===== config.mk =====
export PLATFORM = sky130hd
export DESIGN_NAME = seg_scan_mux
export DESIGN_NICKNAME = d
export VERILOG_FILES = /design/src/rtl/seg_pkg.sv /design/src/rtl/scan_prescaler.sv /design/src/rtl/seg_scan_mux.sv
export SDC_FILE = /design/constraint.sdc
export NUM_CORES = 1
export LEC_CHECK = 0
export CAP_MARGIN = 5
export CORE_MARGIN = 1.5
export CORE_UTILIZATION = 50
export DETAILED_ROUTE_END_ITERATION = 16
export PLACE_DENSITY = 0.83
export SLEW_MARGIN = 40
export SYNTH_ARGS = -nofsm -noshare
export SYNTH_HDL_FRONTEND = slang
export SYNTH_SLANG_ARGS = --single-unit

===== constraint.sdc =====
create_clock -name clk -period 2.9 [get_ports clk]
set_clock_uncertainty 0.15 [all_clocks]
set_input_delay 0.29 -clock clk [delete_from_list [all_inputs] [get_ports clk]]
set_output_delay 0.29 -clock clk [all_outputs]
set_load 0.02 [all_outputs]

===== src/rtl/seg_pkg.sv =====
// Shared constants and helpers for the seven-segment scan controller.
// Imported by the prescaler and the scan multiplexer.
package seg_pkg;

    localparam int N_DIGITS_DEFAULT = 8;
    localparam logic [7:0] SEG_BLANK = 8'hFF;
    localparam logic [N_DIGITS_DEFAULT-1:0] AN_ALL_OFF = '1;

    // Width of a counter that must hold 0..n-1 (at least one bit).
    function automatic int cnt_width(input int n);
        return (n <= 2) ? 1 : $clog2(n);
    endfunction

endpackage


===== src/rtl/scan_prescaler.sv =====
// Digit-slot prescaler: counts 0..DIV-1 and flags the last cycle.
// slot_tick is combinational from the count register.
module scan_prescaler
    import seg_pkg::*;
#(
    parameter int DIV = 100000,
    localparam int CW = cnt_width(DIV)
) (
    input  logic          clk,
    input  logic          rst_n,
    output logic [CW-1:0] cnt,
    output logic          slot_tick
);

    logic [CW-1:0] cnt_q;
    logic [CW-1:0] cnt_d;

    if (DIV < 2) begin : g_bad_div
        $error("scan_prescaler: DIV must be 2 or more");
    end

    // Wrap at DIV-1, otherwise count up.
    always_comb begin
        slot_tick = (cnt_q == CW'(DIV - 1));
        cnt_d     = slot_tick ? '0 : cnt_q + 1'b1;
    end

    // Count register.
    always_ff @(posedge clk or negedge rst_n) begin
        if (!rst_n) cnt_q <= '0;
        else        cnt_q <= cnt_d;
    end

    assign cnt = cnt_q;

endmodule


===== src/rtl/seg_scan_mux.sv =====
// Time-multiplexed 7-seg digit scanner with double-buffered data.
// Staging is copied to active only at frame boundaries.
module seg_scan_mux
    import seg_pkg::*;
#(
    parameter int N_DIGITS = N_DIGITS_DEFAULT,
    parameter int DIV      = 100000,
    parameter int GAP      = 2000
) (
    input  logic                  clk,
    input  logic                  rst_n,
    input  logic [4*N_DIGITS-1:0] data_in,
    input  logic [N_DIGITS-1:0]   dp_in,
    input  logic [N_DIGITS-1:0]   en_in,
    input  logic                  load,
    output logic [3:0]            num_out,
    output logic                  dp_n_out,
    output logic [N_DIGITS-1:0]   an_out,
    output logic                  frame_done
);

    localparam int CW = cnt_width(DIV);
    localparam int IW = cnt_width(N_DIGITS);

    if (DIV < 2 || GAP < 0 || GAP >= DIV) begin : g_bad_par
        $error("seg_scan_mux: need DIV >= 2 and 0 <= GAP < DIV");
    end

    logic [CW-1:0] cnt;
    logic          slot_tick;

    scan_prescaler #(.DIV(DIV)) u_presc (
        .clk       (clk),
        .rst_n     (rst_n),
        .cnt       (cnt),
        .slot_tick (slot_tick)
    );

    logic [IW-1:0]         idx_q, idx_d;
    logic [4*N_DIGITS-1:0] stg_data_q, stg_data_d;
    logic [N_DIGITS-1:0]   stg_dp_q, stg_dp_d;
    logic [N_DIGITS-1:0]   stg_en_q, stg_en_d;
    logic                  pending_q, pending_d;
    logic [4*N_DIGITS-1:0] act_data_q, act_data_d;
    logic [N_DIGITS-1:0]   act_dp_q, act_dp_d;
    logic [N_DIGITS-1:0]   act_en_q, act_en_d;
    logic [N_DIGITS-1:0]   an_q, an_d;
    logic [3:0]            num_q, num_d;
    logic                  dp_n_q, dp_n_d;
    logic                  fd_q, fd_d;

    logic frame_bnd;
    logic [3:0] nib_sel;
    logic dp_sel;
    logic en_sel;
    logic lit;

    // Digit index, buffer handoff and next output values.
    always_comb begin
        frame_bnd  = slot_tick && (idx_q == IW'(N_DIGITS - 1));
        idx_d      = idx_q;
        stg_data_d = stg_data_q;
        stg_dp_d   = stg_dp_q;
        stg_en_d   = stg_en_q;
        pending_d  = pending_q;
        act_data_d = act_data_q;
        act_dp_d   = act_dp_q;
        act_en_d   = act_en_q;
        nib_sel    = '0;
        dp_sel     = 1'b0;
        en_sel     = 1'b0;

        if (slot_tick) begin
            idx_d = (idx_q == IW'(N_DIGITS - 1)) ? '0 : idx_q + 1'b1;
        end

        if (load) begin
            stg_data_d = data_in;
            stg_dp_d   = dp_in;
            stg_en_d   = en_in;
            pending_d  = 1'b1;
        end

        // A load on the boundary itself goes straight to active.
        if (frame_bnd) begin
            if (load) begin
                act_data_d = data_in;
                act_dp_d   = dp_in;
                act_en_d   = en_in;
                pending_d  = 1'b0;
            end else if (pending_q) begin
                act_data_d = stg_data_q;
                act_dp_d   = stg_dp_q;
                act_en_d   = stg_en_q;
                pending_d  = 1'b0;
            end
        end

        for (int k = 0; k < N_DIGITS; k++) begin
            if (idx_q == IW'(k)) begin
                nib_sel = act_data_q[4*k +: 4];
                dp_sel  = act_dp_q[k];
                en_sel  = act_en_q[k];
            end
        end

        lit = (int'(cnt) >= GAP) && en_sel;
        for (int k = 0; k < N_DIGITS; k++) begin
            an_d[k] = !(lit && (idx_q == IW'(k)));
        end
        num_d  = nib_sel;
        dp_n_d = lit ? ~dp_sel : 1'b1;
        fd_d   = frame_bnd;
    end

    // State and registered outputs.
    always_ff @(posedge clk or negedge rst_n) begin
        if (!rst_n) begin
            idx_q      <= '0;
            stg_data_q <= '0;
            stg_dp_q   <= '0;
            stg_en_q   <= '0;
            pending_q  <= 1'b0;
            act_data_q <= '0;
            act_dp_q   <= '0;
            act_en_q   <= '0;
            an_q       <= '1;
            num_q      <= '0;
            dp_n_q     <= 1'b1;
            fd_q       <= 1'b0;
        end else begin
            idx_q      <= idx_d;
            stg_data_q <= stg_data_d;
            stg_dp_q   <= stg_dp_d;
            stg_en_q   <= stg_en_d;
            pending_q  <= pending_d;
            act_data_q <= act_data_d;
            act_dp_q   <= act_dp_d;
            act_en_q   <= act_en_d;
            an_q       <= an_d;
            num_q      <= num_d;
            dp_n_q     <= dp_n_d;
            fd_q       <= fd_d;
        end
    end

    assign an_out     = an_q;
    assign num_out    = num_q;
    assign dp_n_out   = dp_n_q;
    assign frame_done = fd_q;

endmodule


==> reports/qor.txt, run 1 <==
Final ANT Viol Nets - 0
Synth warnings - 0
Worst slew pin tran - 0.650 ns
First-pass DRT Iterations - 4
GRT Resource Usage Total - 0.215
Fillcell total - 800
Initial Util - 0.522
Via-to-Cell Ratio - 5.43
Critical path arrival - 2.56 ns
Pwr dens - 579 nW/um^2
Inserted Clock Buffers - 17
CTS resizes - 0
Synthesized cell area - 5760 um^2
# rows - 38
Clock Pin Slew Worst Setup and Hold Paths - 0.05 ns
Final Max Tran Viols - 0
RSZ-0062 raised after global routing - no
Root buffer selected by CTS - clkbuf_16
Sink Count - 131
Fin crit period - 2.42 ns
Syn_nets - 496
Delay-heaviest family, CP - simple AND/OR/NAND/NOR gates
I/O Buffers - 64
WP data required - 3.04 ns
Layout cells sized above 1 - 0.280
Cell variety after synth - 41
Seq/Total Area, Yosys - 0.572
Sum of negative setup slack - 0 ns
Main area contributors after synthesis - dfrtp_1 53%, mux2_4 10%, mux2_2 10%, dfstp_2 4.1%, o21ai_0 2.2%
MaxCap Viol Count - 0
Clock Latency Late Sink - 0.41 ns
Die Area - 12200 um^2
Chip width - 110 um
WS Path Type - reg -> reg
Die Y - 110 um
Critical path's largest stage delay - 0.42 ns
Fin cells - 665
CTS Hold Buffers Added - 1
Peak supply drop - 0.440 mV
Post-synthesis area per instance - 13.2 um^2
Post-synth EDFFs - 0
Relative slew slack - 0.567
Synth area leader - dfrtp_1
Static leakage - 0.00310 uW
Outcome - complete, no violations
Post-place setup slack - 0.500 ns
Drt initial violations - 216
Post-CTS setup repair buffer count - 0
Syn-to-layout area delta - 22.8%
Largest net degree at the start of global routing - 52
H-tree depth - 4
Nets - 571
Ys flop type - dfrtp_1
CP bufs+invs - 1
Ant diodes - 0
Initial antenna violation count - 0
DRC violations left - 0
Max FO, Critical Path - 16
Seq cells post-synth - 131
GPL Wtd Cong - 0.884
Routed len/inst - 17.8 um
Crit path max-delay cell type - dfrtp_1
Crit-path cells - ha_1, nand4_1, and4b_1, nor3b_4, buf_4, mux2_2
Most frequent cells in the layout - 122 x dfrtp_1, 62 x clkdlybuf4s50_1, 52 x mux2_2, 40 x mux2_4, 27 x nand2_1
I/O pin count - 65
CP Capture Type - register
WL final - 11800 um
GRT Residual Overflow - 0
Core Box Area - 11000 um^2
Ys async rst share - 1.00
CP Launch Type - register
Post-Place Cells - 632
Most common cell after layout, fill and taps aside - dfrtp_1
Max Clk Rate - 413 MHz
Vias in the first global route - 3958
First-pass GRT wire length - 19700 um
Via count - 3610
Post-DP HPWL - 8070 um
Count of final hold-check violations - 0
Hold Crit Class - in -> reg
Final WS setup - 0.477 ns
Post-Synthesis Cells - 437
Final setup viols - 0
Pwr Total - 4090 uW
Final period utilization - 0.835
Yosys top cell area share - 0.530
TritonCTS clock tree - yes
Clk buf depth - 2
[Yosys cell counts (2+ instances only)]
library cell,count
a211oi_1,2
a21oi_1,21
a221o_1,3
a221oi_1,5
a31oi_1,2
and4b_1,2
buf_1,5
buf_12,4
buf_2,2
buf_4,2
clkbuf_1,9
dfrtp_1,122
dfstp_2,9
ha_1,8
inv_1,15
mux2_2,52
mux2_4,40
nand2_1,27
nand2b_1,2
nand3_1,13
nand3b_1,4
nand4_1,5
nor2_1,21
nor2b_1,8
nor3_1,2
o211ai_1,2
o21ai_0,25
xnor2_1,7
xor2_1,6
[worst paths after layout]
check | from | end | slack (ns) | cells past startpoint
min in group asynchronous | rst_n | act_data_q[4] | 0.30 | 2
max reg2reg | u_presc.cnt[0] | act_dp_q[3] | 0.48 | 6
max | u_presc.cnt[0] | act_dp_q[3] | 0.48 | 6
min reg2reg | stg_data_q[1] | stg_data_q[1] | 0.35 | 1
max in group asynchronous | rst_n | an_out[7] | 1.43 | 3
min | load | pending_q | 0.13 | 3
[state kept, by name, summed over array words and instances, names as in the netlist]
name         count
stg_en_q         8
num_out          4
act_dp_q         8
pending_q        1
u_presc.cnt     17
stg_dp_q         8
act_data_q      32
an_out           8
frame_done       1
stg_data_q      32
act_en_q         8
idx_q            3
dp_n_out         1
[tightest hold or removal path: cells and delay by family]
| family | cells | cell delay (ns) |
|---|---|---|
| simple gates | 2 | 0.21 |
| buf+inv | 1 | 0.13 |
[through the flow]
stage	util	hold WS (ns)	cell area (um^2)
finish	0.641	0.125	7070
detailed placement	0.591	0.211	6520
global placement	0.591	0.197	6520
floorplan	-	-0.156	5760
global route	0.641	0.137	7070
CTS	0.641	0.0953	7070
[layer usage]
layer / up-vias / global-route usage / part of all wire
met5: - / 0 / 0
met4: 0 / 0.0980 / 0.017
met3: 19 / 0.0394 / 0.039
met2: 92 / 0.348 / 0.50
met1: 1820 / 0.283 / 0.45
li1: 1679 / - / -
[kinds of logic (layout without fill, tap and decap cells)]
logic type               count (synthesis)  count (layout)  synth area share
buffers and inverters                   38             126            0.0391
AO/OA/AOI/OAI                           64              64            0.0657
AND/OR/NAND/NOR                         90              90            0.0787
adder cells (fa/ha/maj)                  8               8            0.0174
flip-flops                             131             131             0.572
multiplexers                            93              93             0.208
XOR/XNOR                                13              13            0.0198
[cell type report]
cell class	instances	area (um^2)	area share
inverters	15	56.3	0.00796
multi-input cells	268	2250	0.318
clock inverters	9	82.6	0.0117
repair buffers	79	761	0.108
flip-flops and latches	131	3290	0.465
well taps	140	175	0.0248
clock buffers	23	458	0.0648
[power by group]
part	switching [uW]	internal [uW]
Clock	759	1200
Sequential	16.6	1900
Combinational	101	126
Note: power is estimated with default switching activity, not from simulation.
==> run 2, diff against run 1 <==
clock period = 2.3 ns   (was 2.9 ns; I/O delays follow)
==> run 2 against run 1 <==
Against the previous run:
- die area unchanged
- clock power increased by 58%
- register-to-register slack got worse by 0.42 ns
- via count increased by 5.7%
- wire length increased by 8.2%
- critical path depth increased by 2
- non-clock buffer count increased by 8
- global-route usage increased by 0.54 points
- first-iteration DRC count increased by 19%
- sequential power increased by 26%
- final area increased by 4.4%
- worst hold slack got worse by 0.083 ns
- largest cell class unchanged
==> reports/qor.txt, run 2 (same netlist as run 1, synthesis figures left out) <==
Final ANT Viol Nets - 0 (unchanged)
Root buffer selected by CTS - clkbuf_16 (unchanged)
First-pass GRT wire length - 19700 um (about the same)
Sink Count - 131 (unchanged)
GR Layer Usage met2 - 0.358 (was 0.348)
Multi-input logic area - 2300 um^2 (was 2250 um^2)
Via-to-Cell Ratio - 5.67 (was 5.43)
First-pass DRT Iterations - 6 (was 4)
Sum of negative setup slack - 0 ns (unchanged)
Top Usage Layer GRT - met2 (unchanged)
Finished Core Util - 0.669 (was 0.641)
Post-place setup slack - -0.0100 ns (was 0.500 ns)
GRT Residual Overflow - 0 (unchanged)
Most frequent cells in the layout - 122 x dfrtp_1, 62 x clkdlybuf4s50_1, 52 x mux2_2, 40 x mux2_4, 27 x nand2_1 (unchanged)
Max Clk Rate - 446 MHz (was 413 MHz)
CP Launch Type - register (unchanged)
Max FO, Critical Path - 3 (was 16)
Nets - 579 (was 571)
GRT Resource Usage Total - 0.220 (was 0.215)
MaxCap Viol Count - 0 (unchanged)
Fin cells - 673 (was 665)
Pwr dens - 786 nW/um^2 (was 579 nW/um^2)
H-tree depth - 4 (unchanged)
# rows - 38 (unchanged)
Clock Latency Late Sink - 0.42 ns (was 0.41 ns)
Core Box Area - 11000 um^2 (unchanged)
Post-Place Cells - 637 (was 632)
Fin crit period - 2.24 ns (was 2.42 ns)
TritonCTS clock tree - yes (unchanged)
Initial antenna violation count - 0 (unchanged)
Peak supply drop - 0.445 mV (was 0.440 mV)
Chip width - 110 um (unchanged)
Clk buf depth - 2 (unchanged)
Layout cells sized above 1 - 0.313 (was 0.280)
Routed len/inst - 19.0 um (was 17.8 um)
Clock Pin Slew Worst Setup and Hold Paths - 0.06 ns (was 0.05 ns)
Count of final hold-check violations - 0 (unchanged)
Via count - 3816 (was 3610)
Ant diodes - 0 (unchanged)
Final period utilization - 0.974 (was 0.835)
Critical path arrival - 2.42 ns (was 2.56 ns)
GPL Wtd Cong - 0.828 (was 0.884)
Largest net degree at the start of global routing - 66 (was 52)
Final WS setup - 0.0593 ns (was 0.477 ns)
Pwr Total - 5800 uW (was 4090 uW)
Hold Crit Class - in -> reg (unchanged)
WL final - 12800 um (was 11800 um)
Initial Util - 0.522 (unchanged)
WP data required - 2.48 ns (was 3.04 ns)
Fillcell total - 776 (was 800)
Area occupied by registers - 3290 um^2 (unchanged)
Syn-to-layout area delta - 28.2% (was 22.8%)
I/O pin count - 65 (unchanged)
DRC violations left - 0 (unchanged)
Final setup viols - 0 (unchanged)
I/O Buffers - 64 (unchanged)
Vias in the first global route - 3901 (was 3958)
WS Path Type - reg -> reg (unchanged)
Drt initial violations - 258 (was 216)
Final Max Tran Viols - 0 (unchanged)
Die Area - 12200 um^2 (unchanged)
RSZ-0062 raised after global routing - yes (was no)
CP Capture Type - register (unchanged)
Inserted Clock Buffers - 17 (unchanged)
Relative slew slack - 0.571 (was 0.567)
GR Util met3 - 0.0600 (was 0.0394)
Most common cell after layout, fill and taps aside - dfrtp_1 (unchanged)
Die Y - 110 um (unchanged)
Worst slew pin tran - 0.636 ns (was 0.650 ns)
Post-DP HPWL - 7650 um (was 8070 um)
Met1 usage in global routing - 0.283 (about the same)
Outcome - complete, no violations (unchanged)
Static leakage - 0.00322 uW (was 0.00310 uW)
-- run 2: changes by cell type in the layout (fill, tap and decap cells not counted), moves of 2 or more --
cell	previous run	this run
a211oi_1	2	0
a221oi_2	0	2
clkinv_2	4	1
clkbuf_1	5	1
o21ai_1	0	3
bufinv_16	1	6
a221oi_1	5	3
o21ai_0	25	22
a211oi_2	0	2
buf_6	0	3
buf_4	14	16
ha_1	8	6
-- run 2: worst paths after layout --
kind | slack (ns) | to | start | cells after the start
min in group asynchronous | 0.16 | act_dp_q[2] | rst_n | 2
min | 0.04 | pending_q | load | 3
min reg2reg | 0.34 | an_out[7] | act_en_q[7] | 1
max | 0.06 | an_out[6] | idx_q[0] | 8
max reg2reg | 0.06 | an_out[6] | idx_q[0] | 8
max in group asynchronous | 1.03 | an_out[7] | rst_n | 3
-- run 2: layer usage --
layer / share of wire / vias up
met5: 0 / -
met4: 0.022 / 0
met3: 0.065 / 29
met2: 0.50 / 173
met1: 0.41 / 1920
li1: - / 1694
-- run 2: timing repair --
| item | CTS | global route |
|---|---|---|
| buffers inserted | 0 | 1 |
| hold buffers | 1 | 0 |
| cloned | 0 | 2 |
| resized for setup | 3 | 15 |
| pin swaps | 0 | 2 |
| setup endpoints to repair | 6 | 43 |
| hold endpoints to repair | 33 | 0 |
-- run 2: power by group --
part | total [uW] | internal, uW | switching (uW)
clock network | 3100 | 2090 | 1000
logic | 289 | 161 | 128
registers | 2410 | 2390 | 21.3
-- run 2: metrics by stage --
step | area (um^2) | hold slack (ns)
after floorplan | 5760 | -0.216
after detailed placement | 6580 | 0.0665
final | 7380 | 0.0426
after global placement | 6580 | 0.0525
after CTS | 7290 | 0.0398
after global routing | 7380 | 0.0541
-- run 2: critical path, stage by stage, from the launching register on --
cell      delay [ns]
dfrtp_1         0.40
ha_1            0.23
ha_1            0.22
nor2b_2         0.17
a22oi_1         0.13
mux2_2          0.31
a211oi_2        0.31
buf_4           0.17
nand3_1         0.08
-- run 2: area by class of cell --
cell class,instances,share of cell area
Timing Repair Buffer,87,0.118
Inverter,15,0.00763
Tap cell,140,0.0237
Sequential cell,131,0.446
Clock buffer,20,0.0619
Clock inverter,12,0.0307
Multi-Input combinational cell,268,0.312
==> run 3, diff against run 2 <==
ABC_CLOCK_PERIOD_IN_PS = 2300   (was not set)
CORE_MARGIN = 2   (was 1.5)
PLACE_DENSITY = not set   (was 0.83)
PLACE_DENSITY_LB_ADDON = 0.3   (was not set)
==> run 3 against run 2 <==
Against the previous run:
- sequential share of layout area grew 0.58 points
- fmax grew 1.7%
- critical path type unchanged
- sequential power about the same
==> reports/qor.txt, run 3 (same netlist as run 1, synthesis figures left out) <==
Outcome - complete, no violations (unchanged)
Core Box Area - 11300 um^2 (was 11000 um^2)
Crit-path cells - ha_1, ha_1, buf_4, or2_2, a221oi_2, a221o_1, a21oi_1, o21ai_1 (was ha_1, ha_1, nor2b_2, a22oi_1, mux2_2, a211oi_2, buf_4, nand3_1)
Psw - 1110 uW (was 1150 uW)
Worst slew pin tran - 0.642 ns (was 0.636 ns)
Drt initial violations - 175 (was 258)
RR Endpoint - num_out[0] (was an_out[6])
Reg power frac - 0.462 (was 0.416)
Peak supply drop - 0.507 mV (was 0.445 mV)
GPL Wtd Cong - 0.816 (was 0.828)
Static leakage - 0.00319 uW (was 0.00322 uW)
Inserted Clock Buffers - 17 (unchanged)
MaxCap Viol Count - 0 (unchanged)
Max FO, Critical Path - 11 (was 3)
Relative slew slack - 0.569 (was 0.571)
Clock share of power - 0.483 (was 0.534)
Clock Latency Late Sink - 0.42 ns (about the same)
TritonCTS clock tree - yes (unchanged)
DRC violations left - 0 (unchanged)
WS Path Type - reg -> reg (unchanged)
CP bufs+invs - 1 (unchanged)
Via count - 3626 (was 3816)
Count of final hold-check violations - 0 (unchanged)
Chip width - 111 um (was 110 um)
Delay-heaviest family, CP - compound AO/OA/AOI/OAI gates (was adder cells)
Critical path's largest stage delay - 0.40 ns (about the same)
Ant diodes - 0 (unchanged)
First-pass GRT wire length - 19700 um (about the same)
Syn-to-layout area delta - 26.5% (was 28.2%)
WL final - 11500 um (was 12800 um)
Final setup viols - 0 (unchanged)
I/O pin count - 65 (unchanged)
Sw Ratio - 0.212 (was 0.199)
Final WS setup - 0.0972 ns (was 0.0593 ns)
Final Max Tran Viols - 0 (unchanged)
GRT Resource Usage Total - 0.203 (was 0.220)
Fin crit period - 2.20 ns (was 2.24 ns)
Initial antenna violation count - 0 (unchanged)
R2r setup slk - 0.1 ns (was 0.06 ns)
Nets - 583 (was 579)
CP Launch Type - register (unchanged)
Layout cells sized above 1 - 0.315 (was 0.313)
H-tree depth - 4 (unchanged)
First-pass DRT Iterations - 4 (was 6)
Comb pwr share - 0.055 (was 0.050)
Hold path start - load (unchanged)
Final period utilization - 0.958 (was 0.974)
Sink Count - 131 (unchanged)
Crit path max-delay cell type - dfrtp_1 (unchanged)
Largest net degree at the start of global routing - 48 (was 66)
Post-DP HPWL - 7580 um (was 7650 um)
Via-to-Cell Ratio - 5.33 (was 5.67)
CP Capture Type - register (unchanged)
Fillcell total - 871 (was 776)
Pint - 4110 uW (was 4650 uW)
Hold Crit Class - in -> reg (unchanged)
WHS Endpoint - pending_q (unchanged)
Hold depth - 3 (unchanged)
Die Y - 111 um (was 110 um)
Die Area - 12400 um^2 (was 12200 um^2)
FF-to-FF path depth - 8 (unchanged)
GRT Residual Overflow - 0 (unchanged)
Vias in the first global route - 3862 (was 3901)
I/O Buffers - 64 (unchanged)
Clk buf depth - 2 (unchanged)
Post-place setup slack - -0.0118 ns (was -0.0100 ns)
Pwr dens - 717 nW/um^2 (was 786 nW/um^2)
CP dominant cell by count - ha_1 (unchanged)
Critical path arrival - 2.39 ns (was 2.42 ns)
Routed len/inst - 17.0 um (was 19.0 um)
# rows - 39 (was 38)
WP data required - 2.49 ns (was 2.48 ns)
Root buffer selected by CTS - clkbuf_16 (unchanged)
Final ANT Viol Nets - 0 (unchanged)
Reg2reg start - idx_q[0] (unchanged)
Hold_ws - 0.0573 ns (was 0.0426 ns)
Initial Util - 0.508 (was 0.522)
Most frequent cells in the layout - 122 x dfrtp_1, 62 x clkdlybuf4s50_1, 52 x mux2_2, 40 x mux2_4, 27 x nand2_1 (unchanged)
Max Clk Rate - 454 MHz (was 446 MHz)
Clock Pin Slew Worst Setup and Hold Paths - 0.05 ns (was 0.06 ns)
Most common cell after layout, fill and taps aside - dfrtp_1 (unchanged)
==> run 3: changes by cell type in the layout (fill, tap and decap cells not counted), sizes merged <==
cell / before / now
bufinv: 6 / 1
buf: 23 / 27
inv: 16 / 15
clkinv: 3 / 6
clkinvlp: 2 / 3
clkbuf: 21 / 23
==> run 3: worst reg2reg max path: cells and delay by family (launching register included) <==
family / cells / cell delay (ns)
AO/OA/AOI/OAI: 4 / 0.63
adder cells (fa/ha/maj): 2 / 0.44
flip-flops: 1 / 0.40
AND/OR/NAND/NOR: 1 / 0.33
buffers and inverters: 1 / 0.18
==> run 3: repair_timing <==
item / 4_1_cts / 5_1_grt
pin swaps: 0 / 1
setup endpoints to repair: 3 / 49
buffers inserted: 1 / 3
hold buffers: 1 / 0
gates cloned: 1 / 1
resized for setup: 2 / 13
hold endpoints to repair: 41 / 0
==> run 3: worst max path at each step <==
stage	start	to	slack, ns	depth (start not counted)
floorplan	idx_q[2]	dp_n_out	0.06	8
global placement	idx_q[0]	num_out[0]	0.04	8
detailed placement	u_presc.cnt[1]	act_dp_q[4]	-0.01	6
CTS	u_presc.cnt[1]	act_dp_q[4]	-0.01	7
global route	idx_q[0]	num_out[0]	-0.007	8
finish	idx_q[0]	num_out[0]	0.1	8
==> run 3: routing by layer <==
| metal | vias up | global-route usage | part of all wire |
|---|---|---|---|
| met2 | 84 | 0.329 | 0.50 |
| met5 | - | 0 | 0 |
| li1 | 1709 | - | - |
| met4 | 0 | 0.0823 | 0.019 |
| met3 | 19 | 0.0508 | 0.037 |
| met1 | 1814 | 0.263 | 0.45 |
==> run 3: per-stage QoR <==
step           total power [uW]   util  setup TNS (ns)  instances  instance area (um^2)
2_1_floorplan              2560      -               0        437                  5760
3_3_place_gp               2730  0.582               0        641                  6590
3_5_place_dp               2740  0.582         -0.0269        641                  6590
4_1_cts                    5260  0.636         -0.0227        676                  7210
5_1_grt                    5400  0.643        -0.00702        680                  7280
6_report                   5220  0.643               0        680                  7280
==> run 3: area by class of cell <==
class	count	area, um^2	share of cell area
repair buffers	91	925	0.127
well taps	143	179	0.0246
flip-flops and latches	131	3290	0.452
inverters	15	56.3	0.00773
clock inverters	10	82.6	0.0113
clock buffers	22	474	0.0651
multi-input cells	268	2280	0.313
==> run 3: power by group through the flow <==
stage / combinational (uW) / sequential [uW] / clock, uW
final: 287 / 2410 / 2520
after global routing: 319 / 2420 / 2660
after CTS: 297 / 2410 / 2550
after detailed placement: 292 / 2450 / 0
after global placement: 287 / 2450 / 0
after floorplan: 121 / 2440 / 0
